<file path="src/rtl/clk_meter_pkg.sv">
// Shared types and helpers for the clock period meter.
package clk_meter_pkg;

  localparam int DEFAULT_CNT_W = 16;

  typedef enum logic [1:0] {
    IDLE,
    MEASURE,
    STALL
  } meter_state_t;

  // One extra bit keeps the magnitude exact for any operand pair.
  function automatic logic [32:0] abs_diff(input logic [31:0] a, input logic [31:0] b);
    return (a >= b) ? {1'b0, a - b} : {1'b0, b - a};
  endfunction

endpackage

</file>
<file path="src/rtl/sync_edge_det.sv">
// Synchronizes an asynchronous level into clk_in and emits a registered
// one-cycle pulse on each rising edge; level is the edge-aligned history flop.
module sync_edge_det #(
  parameter int SYNC_STAGES = 2
) (
  input  logic clk_in,
  input  logic rst_n,
  input  logic async_in,
  output logic level,
  output logic edge_pulse
);

  logic [SYNC_STAGES-1:0] sync_reg;
  logic                   hist_reg;
  logic                   edge_reg;

  always_ff @(posedge clk_in or negedge rst_n) begin
    if (!rst_n) begin
      sync_reg <= '0;
      hist_reg <= 1'b0;
      edge_reg <= 1'b0;
    end else begin
      sync_reg[0] <= async_in;
      for (int i = 1; i < SYNC_STAGES; i++) begin
        sync_reg[i] <= sync_reg[i-1];
      end
      hist_reg <= sync_reg[SYNC_STAGES-1];
      edge_reg <= sync_reg[SYNC_STAGES-1] & ~hist_reg;
    end
  end

  assign level      = hist_reg;
  assign edge_pulse = edge_reg;

endmodule

</file>
<file path="src/rtl/clk_period_meter.sv">
// Measures the period of a slow clock in clk_in cycles with lock/stall status.
// Define CLK_METER_HIGHTIME_EN to also report the high time of each period.
module clk_period_meter
  import clk_meter_pkg::*;
#(
  parameter int CNT_W       = DEFAULT_CNT_W,
  parameter int SYNC_STAGES = 2,
  parameter int MAX_PERIOD  = 65535,
  parameter int TOL         = 0,
  parameter int LOCK_N      = 4
) (
  input  logic             clk_in,
  input  logic             rst_n,
  input  logic             clk_meas,
  output logic [CNT_W-1:0] period,
  output logic             period_valid,
  output logic [CNT_W-1:0] high_time,
  output logic             locked,
  output logic             stalled
);

  localparam int                LOCK_W    = $clog2(LOCK_N + 1);
  localparam logic [CNT_W-1:0]  MAX_CNT   = CNT_W'(MAX_PERIOD);
  localparam logic [CNT_W-1:0]  ONE       = CNT_W'(1);
  localparam logic [LOCK_W-1:0] LOCK_FULL = LOCK_W'(LOCK_N);

  // Reset asserts asynchronously but releases on a clk_in edge.
  logic [1:0] rst_sync_reg;
  logic       rst_int_n;

  always_ff @(posedge clk_in or negedge rst_n) begin
    if (!rst_n) rst_sync_reg <= 2'b00;
    else        rst_sync_reg <= {rst_sync_reg[0], 1'b1};
  end

  assign rst_int_n = rst_sync_reg[1];

  logic meas_level;
  logic meas_edge;

  sync_edge_det #(
    .SYNC_STAGES(SYNC_STAGES)
  ) u_sync (
    .clk_in    (clk_in),
    .rst_n     (rst_int_n),
    .async_in  (clk_meas),
    .level     (meas_level),
    .edge_pulse(meas_edge)
  );

  meter_state_t      state_reg, state_next;
  logic [CNT_W-1:0]  cnt_reg;
  logic [CNT_W-1:0]  period_reg;
  logic              period_valid_reg;
  logic              locked_reg;
  logic              stalled_reg;
  logic              prev_ok_reg;
  logic [LOCK_W-1:0] lock_cnt_reg, lock_cnt_next;
  logic              measure_done;
  logic              stall_hit;
  logic              stable;
  logic [32:0]       diff;

  assign diff   = abs_diff(32'(period_reg), 32'(cnt_reg));
  assign stable = prev_ok_reg && (diff <= 33'(TOL));

  always_ff @(posedge clk_in or negedge rst_int_n) begin
    if (!rst_int_n) state_reg <= IDLE;
    else            state_reg <= state_next;
  end

  always_comb begin
    state_next    = state_reg;
    measure_done  = 1'b0;
    stall_hit     = 1'b0;
    lock_cnt_next = lock_cnt_reg;
    case (state_reg)
      IDLE: begin
        if (meas_edge) state_next = MEASURE;
      end
      MEASURE: begin
        // An edge arriving on the saturation cycle still counts as a measurement.
        if (meas_edge) begin
          measure_done = 1'b1;
        end else if (cnt_reg == MAX_CNT) begin
          stall_hit  = 1'b1;
          state_next = STALL;
        end
      end
      STALL: begin
        if (meas_edge) state_next = MEASURE;
      end
      default: state_next = IDLE;
    endcase

    if (stall_hit) begin
      lock_cnt_next = '0;
    end else if (measure_done) begin
      if (!stable)                     lock_cnt_next = '0;
      else if (lock_cnt_reg != LOCK_FULL) lock_cnt_next = lock_cnt_reg + LOCK_W'(1);
    end
  end

  always_ff @(posedge clk_in or negedge rst_int_n) begin
    if (!rst_int_n) begin
      cnt_reg          <= '0;
      period_reg       <= '0;
      period_valid_reg <= 1'b0;
      locked_reg       <= 1'b0;
      stalled_reg      <= 1'b0;
      prev_ok_reg      <= 1'b0;
      lock_cnt_reg     <= '0;
    end else begin
      period_valid_reg <= measure_done;
      lock_cnt_reg     <= lock_cnt_next;
      locked_reg       <= (lock_cnt_next == LOCK_FULL);

      if (meas_edge)                                       cnt_reg <= ONE;
      else if (state_reg == MEASURE && cnt_reg != MAX_CNT) cnt_reg <= cnt_reg + ONE;

      if (measure_done) begin
        period_reg  <= cnt_reg;
        prev_ok_reg <= 1'b1;
      end

      // The interval that ran into a stall is discarded, so the next one cannot be stable.
      if (stall_hit) begin
        stalled_reg <= 1'b1;
        prev_ok_reg <= 1'b0;
      end else if (meas_edge) begin
        stalled_reg <= 1'b0;
      end
    end
  end

`ifdef CLK_METER_HIGHTIME_EN
  logic [CNT_W-1:0] hcnt_reg;
  logic [CNT_W-1:0] high_time_reg;

  always_ff @(posedge clk_in or negedge rst_int_n) begin
    if (!rst_int_n) begin
      hcnt_reg      <= '0;
      high_time_reg <= '0;
    end else begin
      if (meas_edge)                              hcnt_reg <= CNT_W'(meas_level);
      else if (meas_level && hcnt_reg != MAX_CNT) hcnt_reg <= hcnt_reg + ONE;
      if (measure_done) high_time_reg <= hcnt_reg;
    end
  end

  assign high_time = high_time_reg;
`else
  logic unused_level;
  assign unused_level = meas_level;
  assign high_time    = '0;
`endif

  assign period       = period_reg;
  assign period_valid = period_valid_reg;
  assign locked       = locked_reg;
  assign stalled      = stalled_reg;

endmodule

</file>
<file path="config.mk">
export PLATFORM = sky130hd
export DESIGN_NAME = clk_period_meter
export DESIGN_NICKNAME = d
export VERILOG_FILES = /design/src/rtl/clk_meter_pkg.sv /design/src/rtl/sync_edge_det.sv /design/src/rtl/clk_period_meter.sv
export SDC_FILE = /design/constraint.sdc
export NUM_CORES = 1
export LEC_CHECK = 0
export BUFFER_PORTS_ARGS = -buffer_cell sky130_fd_sc_hd__buf_2
export CAP_MARGIN = 20
export CORE_MARGIN = 3
export CORE_UTILIZATION = 50
export DETAILED_ROUTE_END_ITERATION = 8
export PLACE_DENSITY_LB_ADDON = 0.3
export SLEW_MARGIN = 20
export SYNTH_ARGS = -nofsm -noshare
export SYNTH_HDL_FRONTEND = slang
export SYNTH_SLANG_ARGS = --single-unit
export TNS_END_PERCENT = 20
</file>
<file path="constraint.sdc">
create_clock -name clk_in -period 3.7 [get_ports clk_in]
set_clock_uncertainty 0.05 [all_clocks]
set_input_delay 0 -clock clk_in [delete_from_list [all_inputs] [get_ports clk_in]]
set_output_delay 0 -clock clk_in [all_outputs]
set_load 0.005 [all_outputs]
</file>
# After elaboration in Yosys (flattened, before gate mapping)
# Cells that the tools add are included.
[word_totals] latch_bits=0 romBits=0 n_memories=0 wordCells=57 out_inout_bits=35 ff_bits=47 ramBits=0
[op_classes] shifts=0 n_mux=20 n_bitwise=2 n_reduce_logical=8 n_mul=0 n_addsub=4 div=0 eq_ne=9 n_lt_le_gt_ge=2
[op_table] op="$sub A16 B16 Y17" count=2
[op_table] op="$le A32 B1 Y1 const B" count=1
[op_table] op="$mux W16" count=2
[op_table] op="$mux W32" count=1
[op_table] op="$add A16 B1 Y16 const B" count=1
[op_table] op="$eq A16 B16 Y1 const B" count=1
[op_table] op="$ge A16 B16 Y1" count=1
[op_table] op="$ne A16 B16 Y1 const B" count=1
[op_table] op="$mux W3" count=4
[op_table] op="$mux W1" count=9
[op_table] op="$mux W2" count=3
[op_table] op="$reduce_bool A2 Y1" count=3
[op_table] op="$ne A2 B2 Y1 const B" count=2
[op_table] op="$pmux W2 S2" count=1
[op_table] op="$add A3 B1 Y3 const B" count=1
[op_table] op="$eq A3 B3 Y1 const B" count=1
[op_table] op="$ne A3 B3 Y1 const B" count=1
[op_table] op="$reduce_and A3 Y1" count=1
[op_table] op="$eq A2 B1 Y1 const B" count=1
[op_table] op="$eq A2 B2 Y1 const B" count=1
[op_table] op="$logic_and A1 B1 Y1" count=2
[op_table] op="$logic_not A2 Y1" count=1
[op_table] op="$ne A2 B1 Y1 const B" count=1
[op_table] op="$reduce_or A2 Y1" count=1
[op_table] op="other kinds (2)" count=2

# Depth between registers and ports, before layout
# Gate-level depths: netlist of the first run.
[logic_depth] word_depth=8 ltp_mapped=12 ltp_nobuf=11

# Modules after synthesis
# From an unflattened synthesis of the first run, not the netlist that was laid out.
[hier_totals] cells_unflattened=451 area_unflattened_um2=3734.8
[by_module_without_submodules] module="clk_period_meter" area_per_inst_um2=3621.0 cells_per_inst=446 n_inst=1
[by_module_without_submodules] module="sync_edge_det" area_per_inst_um2=113.9 cells_per_inst=5 n_inst=1

# Worst setup path before layout of the first run
# OpenSTA, ideal clock, no wires.
[synth_timing] path_type="register to register" from="register period_reg[1] (netlist: period[1])" to="register locked_reg (netlist: locked)" setup_time_ps=130 path_slack_ps=838 arrival_time_ps=2682 n_path_buf=0 t_required_ps=3520 stages_incl_launch_ff=12 path_cell_list="dfrtp_1 > inv_1 > ha_1 > nor2b_4 > o311a_4 > or4_1 > a21oi_1 > nand4_1 > a2111oi_2 > a32o_2 > a31oi_1 > a2bb2oi_1"
[synth_via] elab_chain_cells=8 elab_cells_between_ends=10 classes_between="add/sub (2); order compare (2); eq/ne (1); mux (4); reduce/logical (1)"
[synth_lines] element="start: declaration" line="clk_period_meter.sv:53" text="logic [CNT_W-1:0] period_reg;"
[synth_lines] element="start signal: assignment" line="clk_period_meter.sv:122" text="period_reg <= cnt_reg;"
[synth_lines] element="$sub A16 B16 Y17 or $ge A16 B16 Y1 (tied branches)" line="clk_meter_pkg.sv:14" text="return (a >= b) ? {1'b0, a - b} : {1'b0, b - a};"
[synth_lines] element="$mux W32 *" line="clk_meter_pkg.sv:14"
[synth_lines] element="$le A32 B1 Y1 *" line="clk_period_meter.sv:65" text="assign stable = prev_ok_reg && (diff <= 33'(TOL));"
[synth_lines] element="$logic_and A1 B1 Y1 *" line="clk_period_meter.sv:65"
[synth_lines] element="$mux W3 *" line="clk_period_meter.sv:99" text="if (!stable) lock_cnt_next = '0;"
[synth_lines] element="$mux W3 *" line="clk_period_meter.sv:98" text="end else if (measure_done) begin"
[synth_lines] element="$mux W3 *" line="clk_period_meter.sv:96" text="if (stall_hit) begin"
[synth_lines] element="$eq A3 B3 Y1 *" line="clk_period_meter.sv:116" text="locked_reg <= (lock_cnt_next == LOCK_FULL);"
[synth_lines] element="end signal: assignment" line="clk_period_meter.sv:116"
[synth_lines] element="end: declaration" line="clk_period_meter.sv:55" text="logic locked_reg;"
# Every way passes the cells marked *; elsewhere a longest branch is shown, timed or not.
# A chain may end at the register's enable or synchronous reset.

# Worst setup path after layout of the first run
[layout_timing] from="register period_reg[6] (netlist: period[6])" to="register locked_reg (netlist: locked)"
# The elaborated chain is that of the path after synthesis.

==> results of run 1 <==
[cell usage after synthesis (all sizes together) (5+ instances only)]
cell / instances
dfrtp: 47
inv: 46
nand2: 43
nor2: 42
ha: 35
o21ai: 35
a21oi: 30
xnor2: 23
buf: 21
nand4: 12
clkbuf: 11
nand3: 11
nor3: 10
a31oi: 9
nor2b: 8
a21o: 7
o221ai: 5
[what timing repair did]
action,4_1_cts,5_1_grt
hold endpoints to repair,3,0
hold buffers,3,0
resized for setup,0,0
[layout by cell type (no fill, tap or decap), types with 2 or more instances in the layout]
master / n
a31oi_1: 9
or2_2: 3
and3b_1: 2
a211oi_1: 3
or4_1: 2
buf_2: 21
mux2_2: 3
and4_1: 2
nand3_1: 11
nand2b_1: 4
a21bo_2: 2
nor4_1: 4
nor2_1: 42
o221ai_1: 5
clkbuf_8: 6
nor2b_1: 7
conb_1: 17
o21ai_0: 34
dfrtp_1: 46
dlygate4sd3_1: 3
ha_1: 35
nand2_1: 43
xnor2_1: 23
or3_1: 4
a2111oi_0: 2
and2_1: 2
nand3b_1: 2
nand4_1: 12
mux2i_1: 3
o21bai_1: 3
a21o_1: 7
o21a_1: 3
a21oi_1: 30
xor2_1: 3
inv_1: 45
nor3_1: 10
o211ai_1: 2
[power by group through the flow]
stage | Clock, mW | Combinational (mW) | Sequential (mW)
3_5_place_dp | 0 | 1.14 | 0.621
5_1_grt | 0.356 | 1.29 | 0.618
6_report | 0.328 | 1.18 | 0.610
4_1_cts | 0.335 | 1.15 | 0.611
3_3_place_gp | 0 | 1.14 | 0.617
2_1_floorplan | 0 | 0.949 | 0.608
[logic make-up (layout without fill, tap and decap cells)]
group           count (synthesis)  count (layout)  synth area share
buf+inv                        78              79            0.0946
xor+xnor                       26              26            0.0602
compound gates                117             117             0.201
fa+ha+maj                      35              35             0.116
simple gates                  154             154             0.199
flops                          47              47             0.311
mux                             6               6            0.0169
other cells                     2              17           0.00199
[through the flow]
stage | util | area [um^2] | cells | worst slack [ns] | total power [mW]
4_1_cts | 0.551 | 4020 | 580 | 0.429 | 2.10
5_1_grt | 0.551 | 4020 | 580 | 0.142 | 2.26
3_5_place_dp | 0.533 | 3890 | 569 | 0.450 | 1.76
6_report | 0.551 | 4020 | 580 | 0.402 | 2.12
3_3_place_gp | 0.533 | 3890 | 569 | 0.575 | 1.76
2_1_floorplan | - | 3840 | 480 | 0.838 | 1.56
[final timing paths]
check | from | end | slack [ns] | cells past startpoint
worst max register to register | period[6]$_DFFE_PN0P_ | locked$_DFF_PN0_ | 0.40 | 11
worst min-delay path | clk_meas | u_sync.sync_reg[0]$_DFF_PN0_ | 0.30 | 2
min in group asynchronous | rst_sync_reg[1]$_DFF_PN0_ | period[6]$_DFFE_PN0P_ | 0.39 | 0
worst max-delay path | period[6]$_DFFE_PN0P_ | locked$_DFF_PN0_ | 0.40 | 11
worst min register to register | u_sync.sync_reg[0]$_DFF_PN0_ | u_sync.sync_reg[1]$_DFF_PN0_ | 0.30 | 0
max in group asynchronous | rst_sync_reg[1]$_DFF_PN0_ | cnt_reg[13]$_DFFE_PN0P_ | 2.61 | 0
[final cells by class]
type	count	area share
multi-input combinational	355	0.574
sequential	47	0.293
clock buffer	7	0.0215
inverter	46	0.0430
tap	99	0.0309
clock inverter	1	0.00218
timing repair buffer	25	0.0355
[layer usage]
metal / track usage / part of all wire / vias up
met4: 0.0708 / 0.016 / 0
met5: 0 / 0 / -
li1: - / - / 1610
met3: 0.0219 / 0.049 / 18
met2: 0.357 / 0.48 / 120
met1: 0.305 / 0.45 / 1592
[worst reg2reg max path, stage by stage (launching register included)]
cell       delay [ns]
dfrtp_1          0.38
inv_1            0.07
ha_1             0.46
a21oi_1          0.36
o21ai_0          0.24
a211oi_1         0.29
o221a_2          0.28
nand4_1          0.14
a2111oi_2        0.40
a32o_2           0.23
a31oi_1          0.12
a2bb2oi_1        0.16
==> out/metrics.csv, run 1 <==
metric,value,unit
Switching Power,0.850,mW
Fmax achieved,303,MHz
Syn Inst Count,465,
layout cells sized above 1,0.0915,
max-slew violations,0,
"Seq/Total Area, Yosys",0.311,
Die Y,93.0,um
Final Hold Fails,0,
leading area contributor after synthesis,dfrtp_1,
area delta synth->final,6.19,%
Leakage,1.92,nW
register area,1180,um^2
top area cells in the synthesized netlist,"dfrtp_1, ha_1, xnor2_1",
Num CTS Buffers,5,
number of synthesized flops with an enable pin,0,
Worst slew margin,0.343,
"delay-heaviest family, CP",compound AO/OA/AOI/OAI gates,
fin nets,518,
Ys Warns,0,
ys flop type,dfrtp_1,
worst path required time,3.83,ns
CP endpoint kind,register,
num ports,38,
Hold Path Class,in2reg,
slew at the pin closest to its max-slew limit,0.986,ns
Async SR Flop Fraction,1.00,
clk root buf,clkbuf_8,
post-CTS setup buffers,0,
Max clock buf depth,2,
Tmin final,3.30,ns
CP peak stage delay,0.46,ns
clock insertion delay at the later pin of the skew report,0.30,ns
vias,3340,
Final Cycle Share,0.891,
WP buf/inv,1,
Critical Path Fanout Max,12,
crit path DAT,3.43,ns
CP max-delay cell,ha_1,
dpl hpwl,7.03,mm
Filler Cell Count,696,
row count,31,
Clock power frac,0.155,
Seq pwr share,0.288,
largest net degree at the start of global routing,46,
global-route usage over all layers,0.219,
worst vdd rail ir drop,0.000247,V
Worst Setup Start Kind,register,
drt wl/cell,15.7,um
GPL Wtd Cong,0.897,
starting density of the core,0.519,
antenna violations before repair,0,
first-pass GRT wire length,15.2,mm
max_cap viols,0,
setup TNS,0,ns
"antenna viol nets, final",0,
final-report setup violation count,0,
synthesized area per cell,8.13,um^2
CP Cell Sequence,inv_1 > ha_1 > a21oi_1 > o21ai_0 > a211oi_1 > o221a_2 > nand4_1 > a2111oi_2 > a32o_2 > a31oi_1 > a2bb2oi_1,
Initial DRC Count,225,
CTS Sinks,47,
count of cell types in the netlist,60,
synthesized area,3780,um^2
# diodes,0,
vias in the first global route,3171,
Net Sw Frac,0.402,
drc violations,0,
"Worst Path Class, Setup",reg2reg,
GR Overflow Total,0,
Pint,1.27,mW
Logic pwr share,0.557,
DRT Pass-1 Iters,5,
WL final,9.13,mm
area of the multi-input gates,2300,um^2
port buffer count,21,
status,"finished, final reports clean",
RSZ-0062 raised after global routing,false,
Core Box Area,7290,um^2
CTS tree,built,
htree depth,2,
vias per std cell,5.76,
Die X,93.0,um
die area,8640,um^2
Seq cells post-synth,47,
hold_ws,0.305,ns
top cell type's share of synthesized area,0.311,
Worst-path clk slew,0.09,ns
pwr/cell area,527,nW/um^2
(Power assumes the default switching activity.)
==> run 2, diff against run 1 <==
- PLACE_DENSITY_LB_ADDON: 0.3 -> 0.12
==> out/metrics.csv, run 2 (same netlist as run 1, synthesis figures left out) <==
metric,value,unit,change
status,"finished, final reports clean",,
Die Y,93.0,um,unchanged
CP endpoint kind,register,,
Final Util,0.556,,+0.00566
worst vdd rail ir drop,0.000237,V,-4.1%
Die X,93.0,um,unchanged
area delta synth->final,7.28,%,
"delay-heaviest family, CP",compound AO/OA/AOI/OAI gates,,
vias,3234,,-3.2%
most frequent cells in the layout,"dfrtp_1, inv_1, nand2_1",,
dpl hpwl,6.90,mm,-1.8%
drc violations,0,,unchanged
r2r setup slk,0.45,ns,+0.05 ns
Tmin final,3.25,ns,-0.0511 ns
# diodes,0,,unchanged
fin nets,520,,+0.39%
Hold Path Depth,2,,unchanged
antenna violations before repair,0,,unchanged
Final Cycle Share,0.877,,-0.0138
die area,8640,um^2,unchanged
Worst-path clk slew,0.09,ns,about the same
"antenna viol nets, final",0,,unchanged
DP Cell Count,571,,+0.35%
CP Launch Point,period[4]$_DFFE_PN0P_,,
hold path startpoint,clk_meas,,
Worst Setup Start Kind,register,,
port buffer count,21,,unchanged
"non-filler cells, final",582,,+0.34%
WHS Endpoint,u_sync.sync_reg[0]$_DFF_PN0_,,
CP Cell Sequence,inv_1 > ha_1 > a21oi_1 > nand2_1 > o21ai_0 > o221a_2 > nand4_1 > a2111oi_2 > a32o_2 > a31oi_1 > a2bb2oi_1,,
CTS tree,built,,
CTS Sinks,47,,unchanged
setup TNS,0,ns,unchanged
WP buf/inv,1,,unchanged
DRT Pass-1 Iters,7,,+2
hold_ws,0.282,ns,-0.0229 ns
vias per std cell,5.56,,-3.5%
pwr/cell area,544,nW/um^2,+3.2%
first-pass GRT wire length,14.6,mm,-4.4%
htree depth,2,,unchanged
WL final,8.87,mm,-2.9%
clk root buf,clkbuf_8,,
RSZ-0062 raised after global routing,false,,
Max clock buf depth,2,,unchanged
Core Box Area,7290,um^2,unchanged
post-CTS setup buffers,0,,unchanged
worst path required time,3.84,ns,about the same
largest net degree at the start of global routing,46,,unchanged
global-route usage over all layers,0.210,,-0.00902
"Worst Path Class, Setup",reg2reg,,
Worst slew margin,0.327,,-0.0154
crit path DAT,3.39,ns,-0.04 ns
vias in the first global route,2972,,-6.3%
final-report setup violation count,0,,unchanged
GPL Wtd Cong,0.906,,+0.96%
Fmax achieved,308,MHz,+1.6%
slew at the pin closest to its max-slew limit,1.01,ns,+0.0231 ns
Final Hold Fails,0,,unchanged
Filler Cell Count,686,,-1.4%
CP max-delay cell,o21ai_0,,
row count,31,,unchanged
Hold Path Class,in2reg,,
FF-to-FF Start,period[4]$_DFFE_PN0P_,,
register area,1180,um^2,unchanged
clock insertion delay at the later pin of the skew report,0.30,ns,about the same
"Power, Total",2.21,mW,+4.3%
Leakage,1.94,nW,+1.2%
worst reg-to-reg path cell count,11,,unchanged
RR Endpoint,locked$_DFF_PN0_,,
CP peak stage delay,0.45,ns,about the same
num ports,38,,unchanged
starting density of the core,0.519,,unchanged
area of the multi-input gates,2300,um^2,unchanged
Initial DRC Count,187,,-17%
"most common cell after layout, fill and taps aside",dfrtp_1,,
GR Overflow Total,0,,unchanged
max-slew violations,0,,unchanged
max_cap viols,0,,unchanged
layout cells sized above 1,0.0973,,+0.00583
Critical Path Fanout Max,8,,-4
Num CTS Buffers,5,,unchanged
drt wl/cell,15.2,um,-3.2%
==> run 2: how the worst max path moves through the flow <==
stage | end | slack (ns) | cells after the start
6_report | locked$_DFF_PN0_ | 0.45 | 11
5_1_grt | locked$_DFF_PN0_ | 0.20 | 11
4_1_cts | locked$_DFF_PN0_ | 0.50 | 11
3_5_place_dp | locked$_DFF_PN0_ | 0.52 | 11
3_3_place_gp | locked$_DFF_PN0_ | 0.58 | 10
2_1_floorplan | locked$_DFF_PN0_ | 0.84 | 11
==> run 2: metrics by stage <==
stage | area [um^2] | setup WS [ns]
floorplan | 3840 | 0.838
CTS | 4060 | 0.505
detailed placement | 3910 | 0.518
global route | 4060 | 0.196
finish | 4060 | 0.453
global placement | 3910 | 0.577
==> run 2: what timing repair did <==
| action | 4_1_cts | 5_1_grt |
|---|---|---|
| setup endpoints to repair | 0 | 0 |
| endpoints found under the hold margin | 3 | 0 |
| resized for setup | 0 | 0 |
| hold buffers | 3 | 0 |
==> run 2: power by group <==
group          switching, mW  leakage (nW)  internal (mW)  total [mW]
clock                  0.177        0.0618          0.222       0.400
sequential            0.0537         0.619          0.554       0.608
combinational          0.641          1.26          0.560        1.20
total                  0.872          1.94           1.34        2.21
==> run 2: layout make-up <==
class,instances,area share
tap,99,0.0305
sequential,47,0.290
timing repair buffer,27,0.0389
clock buffer,6,0.0204
multi-input combinational,355,0.568
inverter,46,0.0426
clock inverter,2,0.00956
==> run 2: per-layer routing <==
| layer | up-vias | part of all wire | GRT usage |
|---|---|---|---|
| li1 | 1620 | - | - |
| met3 | 13 | 0.039 | 0.0252 |
| met4 | 0 | 0.017 | 0.0659 |
| met2 | 87 | 0.45 | 0.329 |
| met5 | - | 0 | 0 |
| met1 | 1514 | 0.49 | 0.301 |
==> run 3, diff against run 2 <==
- MAX_ROUTING_LAYER: default -> met4
==> out/metrics.csv, run 3 (same netlist as run 1, synthesis figures left out) <==
metric,value,unit,change
vias per std cell,5.61,,+0.94%
CP peak stage delay,0.44,ns,about the same
CTS Sinks,47,,unchanged
RSZ-0062 raised after global routing,false,,
Num CTS Buffers,5,,unchanged
die area,8640,um^2,unchanged
Final Cycle Share,0.873,,-0.00406
port buffer count,21,,unchanged
first-pass GRT wire length,15.4,mm,+5.4%
CTS tree,built,,
DRT Pass-1 Iters,6,,-1
CP Cell Sequence,ha_1 > a21oi_1 > nand2_1 > o21ai_0 > o221a_2 > nand4_1 > a2111oi_2 > a32o_2 > a31oi_1 > a2bb2oi_1,,
drt wl/cell,15.7,um,+2.8%
largest net degree at the start of global routing,46,,unchanged
worst vdd rail ir drop,0.000323,V,+36%
Final Hold Fails,0,,unchanged
Die Y,93.0,um,unchanged
Max clock buf depth,2,,unchanged
"Worst Path Class, Setup",reg2reg,,
vias in the first global route,3145,,+5.8%
Worst-path clk slew,0.09,ns,about the same
max-slew violations,0,,unchanged
dpl hpwl,7.10,mm,+3.0%
area delta synth->final,7.81,%,
row count,31,,unchanged
worst path required time,3.83,ns,about the same
GR Overflow Total,0,,unchanged
slew at the pin closest to its max-slew limit,0.624,ns,-0.385 ns
Die X,93.0,um,unchanged
CP Launch Point,cnt_reg[4]$_DFFE_PN0P_,,
Worst slew margin,0.579,,+0.251
# diodes,0,,unchanged
CP endpoint kind,register,,
"antenna viol nets, final",0,,unchanged
Leakage,1.95,nW,+0.48%
clock insertion delay at the later pin of the skew report,0.30,ns,about the same
WL final,9.13,mm,+3.0%
Initial DRC Count,163,,-13%
Core Box Area,7290,um^2,unchanged
dpl cell area,3910,um^2,unchanged
status,"finished, final reports clean",,
Critical Path Fanout Max,8,,unchanged
GPL Wtd Cong,0.910,,+0.51%
starting density of the core,0.519,,unchanged
pwr/cell area,541,nW/um^2,-0.62%
Finished Cell Area,4080,um^2,+0.49%
Tmin final,3.23,ns,-0.0150 ns
crit path DAT,3.36,ns,-0.03 ns
vias,3270,,+1.1%
max_cap viols,0,,unchanged
CP max-delay cell,dfrtp_1,,
htree depth,2,,unchanged
global-route usage over all layers,0.229,,+0.0188
setup TNS,0,ns,unchanged
clk root buf,clkbuf_8,,
Hold Path Class,reg2async,,
drc violations,0,,unchanged
final-report setup violation count,0,,unchanged
most frequent cells in the layout,"dfrtp_1, inv_1, nand2_1",,
num ports,38,,unchanged
Final Util,0.559,,+0.00274
Worst Setup Start Kind,register,,
layout cells sized above 1,0.0992,,+0.00187
FF-to-FF Start,cnt_reg[4]$_DFFE_PN0P_,,
antenna violations before repair,0,,unchanged
Fmax achieved,309,MHz,+0.46%
fin nets,521,,+0.19%
"most common cell after layout, fill and taps aside",dfrtp_1,,
[run 3: changes by cell type in the layout (fill, tap and decap cells not counted)]
cell	change
buf_12	+1
[run 3: routing by layer]
| layer | share of wire | routed length [um] | global-route usage |
|---|---|---|---|
| met2 | 0.46 | 4170 | 0.344 |
| met5 | 0 | 0 | - |
| met3 | 0.041 | 376 | 0.0292 |
| met1 | 0.48 | 4360 | 0.318 |
| met4 | 0.024 | 223 | 0.0794 |
[run 3: final timing paths]
check | to | slack, ns | cells after the start
worst min register to register | period[4]$_DFFE_PN0P_ | 0.17 | 0
worst min-delay path | period[4]$_DFFE_PN0P_ | 0.17 | 0
worst max-delay path | locked$_DFF_PN0_ | 0.47 | 10
min in group clk_in | u_sync.sync_reg[0]$_DFF_PN0_ | 0.28 | 2
worst max register to register | locked$_DFF_PN0_ | 0.47 | 10
max in group asynchronous | period[15]$_DFFE_PN0P_ | 2.93 | 1
[run 3: power breakdown]
group | switching [mW] | internal [mW]
clock network | 0.177 | 0.222
logic | 0.639 | 0.563
registers | 0.0506 | 0.554
total | 0.866 | 1.34
[run 3: what timing repair did]
item,in CTS,in global routing
resized for setup,0,0
setup buffers,0,0
hold buffers,3,0
endpoints found under the hold margin,3,0
[run 3: area by class of cell]
cell class,instances,area (um^2)
Tap cell,99,124
Sequential cell,47,1180
Multi-Input combinational cell,355,2300
Fill cell,692,3220
Inverter,46,173
Timing Repair Buffer,28,178
Clock inverter,2,38.8
Clock buffer,6,82.6
[run 3: through the flow]
step / instances / power [mW] / setup WS [ns] / hold WS, ns
6_report: 583 / 2.21 / 0.468 / 0.173
5_1_grt: 583 / 2.39 / 0.267 / 0.217
4_1_cts: 582 / 2.20 / 0.519 / 0.266
3_5_place_dp: 571 / 1.79 / 0.535 / -0.262
3_3_place_gp: 571 / 1.78 / 0.586 / -0.266
2_1_floorplan: 480 / 1.56 / 0.838 / -0.346
[run 3: critical path: cells and delay by family (launching register included)]
family	cells	cell delay, ns
flops	1	0.44
compound gates	7	1.97
fa+ha+maj	1	0.41
simple gates	2	0.26
